[config.mk]
export PLATFORM = sky130hd
export DESIGN_NAME = rf_wr_sched
export DESIGN_NICKNAME = d
export VERILOG_FILES = /design/src/rtl/rf_wr_sched.sv
export SDC_FILE = /design/constraint.sdc
export NUM_CORES = 1
export LEC_CHECK = 0
export ABC_CLOCK_PERIOD_IN_PS = 2300
export CAP_MARGIN = 40
export CELL_PAD_IN_SITES_DETAIL_PLACEMENT = 1
export CELL_PAD_IN_SITES_GLOBAL_PLACEMENT = 2
export CORE_ASPECT_RATIO = 0.6
export CORE_MARGIN = 3
export CORE_UTILIZATION = 16
export CTS_BUF_LIST = sky130_fd_sc_hd__clkbuf_8
export DETAILED_ROUTE_END_ITERATION = 12
export PLACE_DENSITY = 0.81
export SLEW_MARGIN = 25
export SYNTH_ARGS = -nofsm -noshare
export SYNTH_HDL_FRONTEND = slang
export SYNTH_SLANG_ARGS = --single-unit
[constraint.sdc]
create_clock -name rf_clock -period 2.3 [get_ports rf_clock]
set_input_delay 0.345 -clock rf_clock [delete_from_list [all_inputs] [get_ports rf_clock]]
set_output_delay 0.345 -clock rf_clock [all_outputs]
set_load 0.05 [all_outputs]
[src/rtl/rf_wr_sched.sv]
// ---------------------------------------------------------------------------
// rf_wr_sched
//
// Write-port scheduler for the 32x32 two-read/one-write register file.
// Three writeback requesters (0 = ALU, 1 = memory load, 2 = debug/coprocessor)
// share the single register file write port. A round-robin arbiter picks at
// most one request per cycle, the winner is registered onto the write port,
// and the registered write is forwarded onto both read paths so consumers
// never see stale data while the write is in flight.
//
// Handshake: requester n raises wr_req_n and holds wr_addr_n/wr_data_n stable
// until it samples wr_ack_n=1 at a rising edge of rf_clock; in the following
// cycle it may drop wr_req_n or present a new request. wr_ack_n is
// combinational and is never asserted while sched_hold or rf_reset is high.
//
// Optional feature (macro RF_WR_SCHED_R0_ZERO_EN):
//   defined   - register 0 is hardwired zero: writes to address 0 are acked
//               but never reach the write port, and reads of address 0
//               return 0.
//   undefined - address 0 is an ordinary register.
//
// Ports:
//   rf_clock           in   clock, all state on rising edge
//   rf_reset           in   synchronous active-high reset
//   sched_hold         in   suppress all grants (requests stay pending)
//   wr_req_0/1/2       in   requester n has a write pending
//   wr_addr_0/1/2      in   destination register of requester n
//   wr_data_0/1/2      in   write data of requester n
//   wr_ack_0/1/2       out  request n granted this cycle (combinational)
//   rf_wr_enable       out  registered write enable to the register file
//   rf_wr_addr         out  registered write address
//   rf_wr_data         out  registered write data
//   rd_addr_0/1        in   read addresses (shared with the register file)
//   rf_rd_data_0/1     in   raw read data from the register file
//   rd_data_0/1        out  forwarded read data to consumers
//   sched_idle         out  registered: no grant and no request last cycle
// ---------------------------------------------------------------------------
module rf_wr_sched #(
    parameter int ADDR_W = 5,
    parameter int DATA_W = 32
) (
    input  logic              rf_clock,
    input  logic              rf_reset,
    input  logic              sched_hold,
    input  logic              wr_req_0,
    input  logic              wr_req_1,
    input  logic              wr_req_2,
    input  logic [ADDR_W-1:0] wr_addr_0,
    input  logic [ADDR_W-1:0] wr_addr_1,
    input  logic [ADDR_W-1:0] wr_addr_2,
    input  logic [DATA_W-1:0] wr_data_0,
    input  logic [DATA_W-1:0] wr_data_1,
    input  logic [DATA_W-1:0] wr_data_2,
    output logic              wr_ack_0,
    output logic              wr_ack_1,
    output logic              wr_ack_2,
    output logic              rf_wr_enable,
    output logic [ADDR_W-1:0] rf_wr_addr,
    output logic [DATA_W-1:0] rf_wr_data,
    input  logic [ADDR_W-1:0] rd_addr_0,
    input  logic [ADDR_W-1:0] rd_addr_1,
    input  logic [DATA_W-1:0] rf_rd_data_0,
    input  logic [DATA_W-1:0] rf_rd_data_1,
    output logic [DATA_W-1:0] rd_data_0,
    output logic [DATA_W-1:0] rd_data_1,
    output logic              sched_idle
);

    // Requester indices; the round-robin pointer holds the last granted one.
    localparam logic [1:0] REQ_ALU = 2'd0;
    localparam logic [1:0] REQ_MEM = 2'd1;
    localparam logic [1:0] REQ_DBG = 2'd2;

    logic [1:0]        last_grant_q, last_grant_d;
    logic              wr_en_q, wr_en_d;
    logic [ADDR_W-1:0] wr_addr_q, wr_addr_d;
    logic [DATA_W-1:0] wr_data_q, wr_data_d;
    logic              idle_q, idle_d;

    logic              grant_vld;
    logic [1:0]        grant_idx;
    logic [ADDR_W-1:0] sel_addr;
    logic [DATA_W-1:0] sel_data;
    logic              any_req;

    assign any_req = wr_req_0 | wr_req_1 | wr_req_2;

    // Round-robin search starting one past the last grant.
    always_comb begin
        grant_vld = 1'b0;
        grant_idx = REQ_ALU;
        if (!rf_reset && !sched_hold) begin
            case (last_grant_q)
                REQ_ALU: begin
                    if (wr_req_1) begin
                        grant_vld = 1'b1; grant_idx = REQ_MEM;
                    end else if (wr_req_2) begin
                        grant_vld = 1'b1; grant_idx = REQ_DBG;
                    end else if (wr_req_0) begin
                        grant_vld = 1'b1; grant_idx = REQ_ALU;
                    end
                end
                REQ_MEM: begin
                    if (wr_req_2) begin
                        grant_vld = 1'b1; grant_idx = REQ_DBG;
                    end else if (wr_req_0) begin
                        grant_vld = 1'b1; grant_idx = REQ_ALU;
                    end else if (wr_req_1) begin
                        grant_vld = 1'b1; grant_idx = REQ_MEM;
                    end
                end
                default: begin
                    if (wr_req_0) begin
                        grant_vld = 1'b1; grant_idx = REQ_ALU;
                    end else if (wr_req_1) begin
                        grant_vld = 1'b1; grant_idx = REQ_MEM;
                    end else if (wr_req_2) begin
                        grant_vld = 1'b1; grant_idx = REQ_DBG;
                    end
                end
            endcase
        end
    end

    assign wr_ack_0 = grant_vld && (grant_idx == REQ_ALU);
    assign wr_ack_1 = grant_vld && (grant_idx == REQ_MEM);
    assign wr_ack_2 = grant_vld && (grant_idx == REQ_DBG);

    // Winner's address/data mux.
    always_comb begin
        sel_addr = wr_addr_0;
        sel_data = wr_data_0;
        case (grant_idx)
            REQ_MEM: begin
                sel_addr = wr_addr_1;
                sel_data = wr_data_1;
            end
            REQ_DBG: begin
                sel_addr = wr_addr_2;
                sel_data = wr_data_2;
            end
            default: begin
                sel_addr = wr_addr_0;
                sel_data = wr_data_0;
            end
        endcase
    end

    // Next-state for the write stage and scheduler bookkeeping.
    always_comb begin
        last_grant_d = last_grant_q;
        wr_addr_d    = wr_addr_q;
        wr_data_d    = wr_data_q;
        if (grant_vld) begin
            last_grant_d = grant_idx;
            wr_addr_d    = sel_addr;
            wr_data_d    = sel_data;
        end
`ifdef RF_WR_SCHED_R0_ZERO_EN
        // Writes to r0 are acked but suppressed at the write port.
        wr_en_d = grant_vld && (sel_addr != '0);
`else
        wr_en_d = grant_vld;
`endif
        idle_d = !grant_vld && !any_req;
    end

    always_ff @(posedge rf_clock) begin
        if (rf_reset) begin
            last_grant_q <= REQ_DBG;
            wr_en_q      <= 1'b0;
            wr_addr_q    <= '0;
            wr_data_q    <= '0;
            idle_q       <= 1'b1;
        end else begin
            last_grant_q <= last_grant_d;
            wr_en_q      <= wr_en_d;
            wr_addr_q    <= wr_addr_d;
            wr_data_q    <= wr_data_d;
            idle_q       <= idle_d;
        end
    end

    assign rf_wr_enable = wr_en_q;
    assign rf_wr_addr   = wr_addr_q;
    assign rf_wr_data   = wr_data_q;
    assign sched_idle   = idle_q;

    // Forwarding: only the registered (already granted) write is bypassed;
    // pending requests are invisible to readers.
    always_comb begin
        rd_data_0 = rf_rd_data_0;
        rd_data_1 = rf_rd_data_1;
        if (wr_en_q && (rd_addr_0 == wr_addr_q)) begin
            rd_data_0 = wr_data_q;
        end
        if (wr_en_q && (rd_addr_1 == wr_addr_q)) begin
            rd_data_1 = wr_data_q;
        end
`ifdef RF_WR_SCHED_R0_ZERO_EN
        if (rd_addr_0 == '0) begin
            rd_data_0 = '0;
        end
        if (rd_addr_1 == '0) begin
            rd_data_1 = '0;
        end
`endif
    end

endmodule

# After elaboration in Yosys (flattened, before gate mapping)
# Index checks and enable logic that the tools add are counted.
# word_totals
ff_bits,41
in_bits,191
out_inout_bits,106
wordCells,48
# classes
eq_ne,5
muxes,23
n_bitwise,2
reduce_logical,13
# op_table
op,count
2-to-1 mux 32 bit,2
one-hot mux 32 bit (2 select lines),1
2-to-1 mux 1 bit,12
== test 5 bit,2
2-to-1 mux 2 bit,5
one-hot mux 5 bit (2 select lines),1
logical AND 1 bit,7
"== test 2 x 1 -> 1 bit, second input constant",2
logical NOT 1 bit,4
logical NOT 2 bit,2
one-hot mux 2 bit (2 select lines),1
"== test 2 bit, second input constant",1
OR 1 bit,2
one-hot mux 1 bit (2 select lines),1

# Logic depth before layout (Yosys ltp)
# depth
depth_word,7
depth_mapped,11
mapped_depth_nobuf,9

# Least setup slack after synthesis
# OpenSTA, ideal clock, no wires.
# synth_path
path_type,input -> output
startpoint,input port rf_reset
endpoint,output port wr_ack_2
t_arrival_ps,1902
t_required_ps,1955
setup_slack_ps,53
stages,8
path_buffers,3
path_cell_list,clkbuf_1 nor2_1 o211ai_1 inv_1 ha_1 buf_2 clkbuf_1 and2_1
# synth_between
elab_chain_cells,5
word_cells_on_any_way,6
cone_classes,1 x eq/ne; 2 x mux; 3 x reduce/logical
# synth_lines
item,line,source
"start, declared",43,"input logic rf_reset,"
logical NOT 1 bit,92,if (!rf_reset && !sched_hold) begin
logical AND 1 bit,92,
2-to-1 mux 2 bit,92,
via grant_idx[1],81,logic [1:0] grant_idx;
== test 2 bit,127,assign wr_ack_2 = grant_vld && (grant_idx == REQ_DBG);
logical AND 1 bit,127,
"end, declared",56,"output logic wr_ack_2,"
# The timed path passes the listed nets, and every way through them passes these cells.

# Worst setup path after layout
# layout_path
startpoint,register wr_addr_q[4] (netlist: rf_wr_addr[4])
endpoint,output port rd_data_0[22]
# layout_between
elab_chain_cells,3
# layout_lines
item,line,source
"start, declared",76,"logic [ADDR_W-1:0] wr_addr_q, wr_addr_d;"
"start signal, assigned",178,wr_addr_q <= wr_addr_d;
== test 5 bit,194,if (wr_en_q && (rd_addr_0 == wr_addr_q)) begin
logical AND 1 bit,194,
2-to-1 mux 32 bit,194,
"end, declared",64,"output logic [DATA_W-1:0] rd_data_0,"
# No other way between the ends.

==> flow_metrics.py <==
metrics = {
    "run_status": {
        "status": "finished with violations",
        "violations": "negative setup slack",
    },
    "sta": {
        "finalCritPeriodShare_pct": 109,
        "setup_ws_ns": -0.208,
        "clock_skew_ns": 0.00599,
        "setup_viol": 64,
        "timing.slew.headroom_pct": 63.8,
        "finalHoldViolCount": 0,
        "final_max_slew_viol_count": 0,
        "rsz0062_at_grt": "yes",
        "fmax_mhz": 399,
        "hold_slack_ns": 0.508,
        "tightest_slew_ns": 0.542,
        "layout_min_cycle_time_ns": 2.51,
    },
    "detailed_routing": {
        "drcViolationCount": 0,
        "drt-total-wl_mm": 19.0,
        "dr.pass1.iters": 4,
        "ant_nets": 0,
        "wl_met3_mm": 1.41,
        "top_layer": "met4",
        "wl_met2_mm": 9.07,
        "wl_per_cell_um": 19.8,
        "via_count": 4243,
        "viasPerCell": 4.42,
        "drtIter0Drc": 141,
        "met1_length_mm": 8.42,
    },
    "power_and_ir_drop": {
        "p_leak_nw": 3.04,
        "ir_worst_vdd_mv": 0.170,
        "powerDensity_nw_per_um2": 391,
        "total_power_mw": 2.93,
    },
    "floorplanning": {
        "core_um2": 20200,
        "floorplan.die.height_um": 118,
        "die_x_um": 192,
        "initial_core_util_pct": 16.5,
        "io_pins": 297,
        "row_count": 40,
        "dieArea_um2": 22600,
    },
    "finish": {
        "nNetsFinal": 879,
        "drive_above_1_share_pct": 31.2,
        "fillerInstances": 2262,
        "areaGrowthSynthToFinish_pct": 126,
        "final_core_utilization_pct": 37.2,
        "fin_area_um2": 7500,
        "final_cells": 960,
    },
    "clock_tree": {
        "numCtsBuffers": 5,
        "tritoncts": "built",
        "cts_max_level": 2,
        "clock-root-buffer": "clkbuf_8",
        "clock_path_buffers": 2,
        "clkSlewWorstSetupHoldPaths_ns": 0.09,
        "cts.sinks": 41,
        "insertion_delay_ns": 0.30,
        "cts_hold_buffers": 0,
    },
    "synth": {
        "syn_nets": 561,
        "ys_types": 28,
        "seq_area_frac_synth_pct": 24.7,
        "synth_commonest_cells": "nor2_1 (78), a22oi_1 (74), mux2_4 (60)",
        "synth_flop_cell": "dfxtp_1",
        "postSynthCellCount": 367,
        "yosysMostFrequentCell": "nor2_1",
        "syn-cell-area_um2": 3320,
        "yosysTopAreaCell": "mux2_4",
        "synth.avg_cell_area_um2": 9.04,
        "synthArstFlopShare_pct": 0,
        "yosys_register_bits": 41,
        "yosysWarnings": 0,
        "synth_edf_count": 0,
        "synth.area.top_cells": "mux2_4 (27%), dfxtp_1 (25%), a22oi_1 (17%), nor2_1 (8.8%), a21oi_1 (5.7%)",
        "yosysTopAreaCellShare_pct": 27.1,
    },
    "placed_design": {
        "dp_cells": 935,
        "placed_area_um2": 6650,
        "gp_congestion": 0.847,
        "port-buffer-count": 296,
        "dpl.hpwl_mm": 14.0,
    },
    "global_route": {
        "grt_max_degree": 41,
        "first_global_vias": 4787,
        "track_usage_pct": 16.2,
        "antenna_found_initial": 1,
        "grt_overflow": 0,
        "grt_pass1_wl_mm": 28.2,
    },
    "critical_path": {
        "cp-start-kind": "register",
        "path_class": "reg2out",
        "cp_max_fo": 5,
        "endpoint_kind": "primary output",
        "worstPathArrival_ns": 2.16,
        "worstPathRequired_ns": 1.96,
    },
    "min_path": {
        "hp-class": "in2reg",
    },
    "job": {
        "cap_violations": 0,
    },
}
[critical path: stages (launching register included)]
cell     delay [ns]
dfxtp_4        0.39
xor2_4         0.16
nor4_4         0.29
and3_4         0.26
buf_12         0.14
buf_16         0.13
mux2_4         0.31
buf_8          0.15
[path summary, 6_finish.rpt]
path / startpoint / endpoint / slack, ns / cells after the start
worst max-delay path: rf_wr_addr[4] / rd_data_0[22] / -0.21 / 7
worst min-delay path: wr_req_1 / last_grant_q[1] / 0.51 / 4
worst max register to register: last_grant_q[0] / rf_wr_data[18] / 0.21 / 11
worst min register to register: last_grant_q[1] / last_grant_q[1] / 0.54 / 2
[metal layers]
layer	up-vias	global-route usage, %
li1	1978	-
met1	2081	20.6
met2	176	28.0
met3	8	4.46
met4	0	2.02
met5	-	0
[power breakdown]
| group | switching, mW | internal [mW] | total (mW) |
|---|---|---|---|
| Clock | 0.286 | 0.272 | 0.558 |
| Combinational | 0.779 | 0.754 | 1.53 |
| Sequential | 0.0744 | 0.766 | 0.840 |
[registers in the layout (all words and copies together), names as in the netlist]
signal        flops
rf_wr_data       32
rf_wr_addr        5
last_grant_q      2
rf_wr_enable      1
sched_idle        1
[layout make-up]
| class | instances | area [um2] | area share (%) |
|---|---|---|---|
| antenna | 1 | 2.50 | 0.0334 |
| clock buffer | 7 | 96.3 | 1.29 |
| clock inverter | 1 | 5.00 | 0.0668 |
| inverter | 5 | 18.8 | 0.250 |
| multi-input combinational | 285 | 2360 | 31.5 |
| sequential | 41 | 837 | 11.2 |
| tap | 273 | 342 | 4.56 |
| timing repair buffer | 347 | 3830 | 51.2 |
[layout by cell type, fill, tap and decap left out, types with 2 or more instances in the layout]
master,count
clkbuf_8,7
nor4_4,2
buf_12,21
dlygate4sd2_1,6
xor2_1,5
and2_1,3
xnor2_1,2
buf_4,28
inv_1,5
buf_8,15
ha_2,2
xor2_2,2
dlymetal6s2s_1,4
mux2_4,64
buf_6,49
and3_4,2
a22oi_1,73
clkdlybuf4s50_1,218
buf_16,5
nor2_1,76
dfxtp_1,36
dfxtp_4,4
a21oi_1,37
[logic make-up after synthesis]
kind of cell	Yosys count	share of synthesized area, %
AO/OA/AOI/OAI	116	23.3
AND/OR/NAND/NOR	92	11.4
multiplexers	64	28.5
buffers and inverters	41	8.30
flip-flops	41	24.7
XOR/XNOR	10	2.64
adder cells (fa/ha/maj)	3	1.13
[what timing repair did]
item | in CTS | in global routing
setup endpoints to repair | 66 | 103
setup buffers | 9 | 2
gates cloned | 8 | 0
pin swaps | 9 | 10
gates resized for setup | 102 | 24
[per-stage QoR]
stage / worst slack (ns) / setup TNS (ns)
finish: -0.208 / -11.30
detailed placement: -0.562 / -39.05
global placement: -0.504 / -31.83
CTS: -0.383 / -18.83
floorplan: 0.0529 / 0
global route: -0.311 / -17.98
Note: power is estimated with default switching activity, not from simulation.
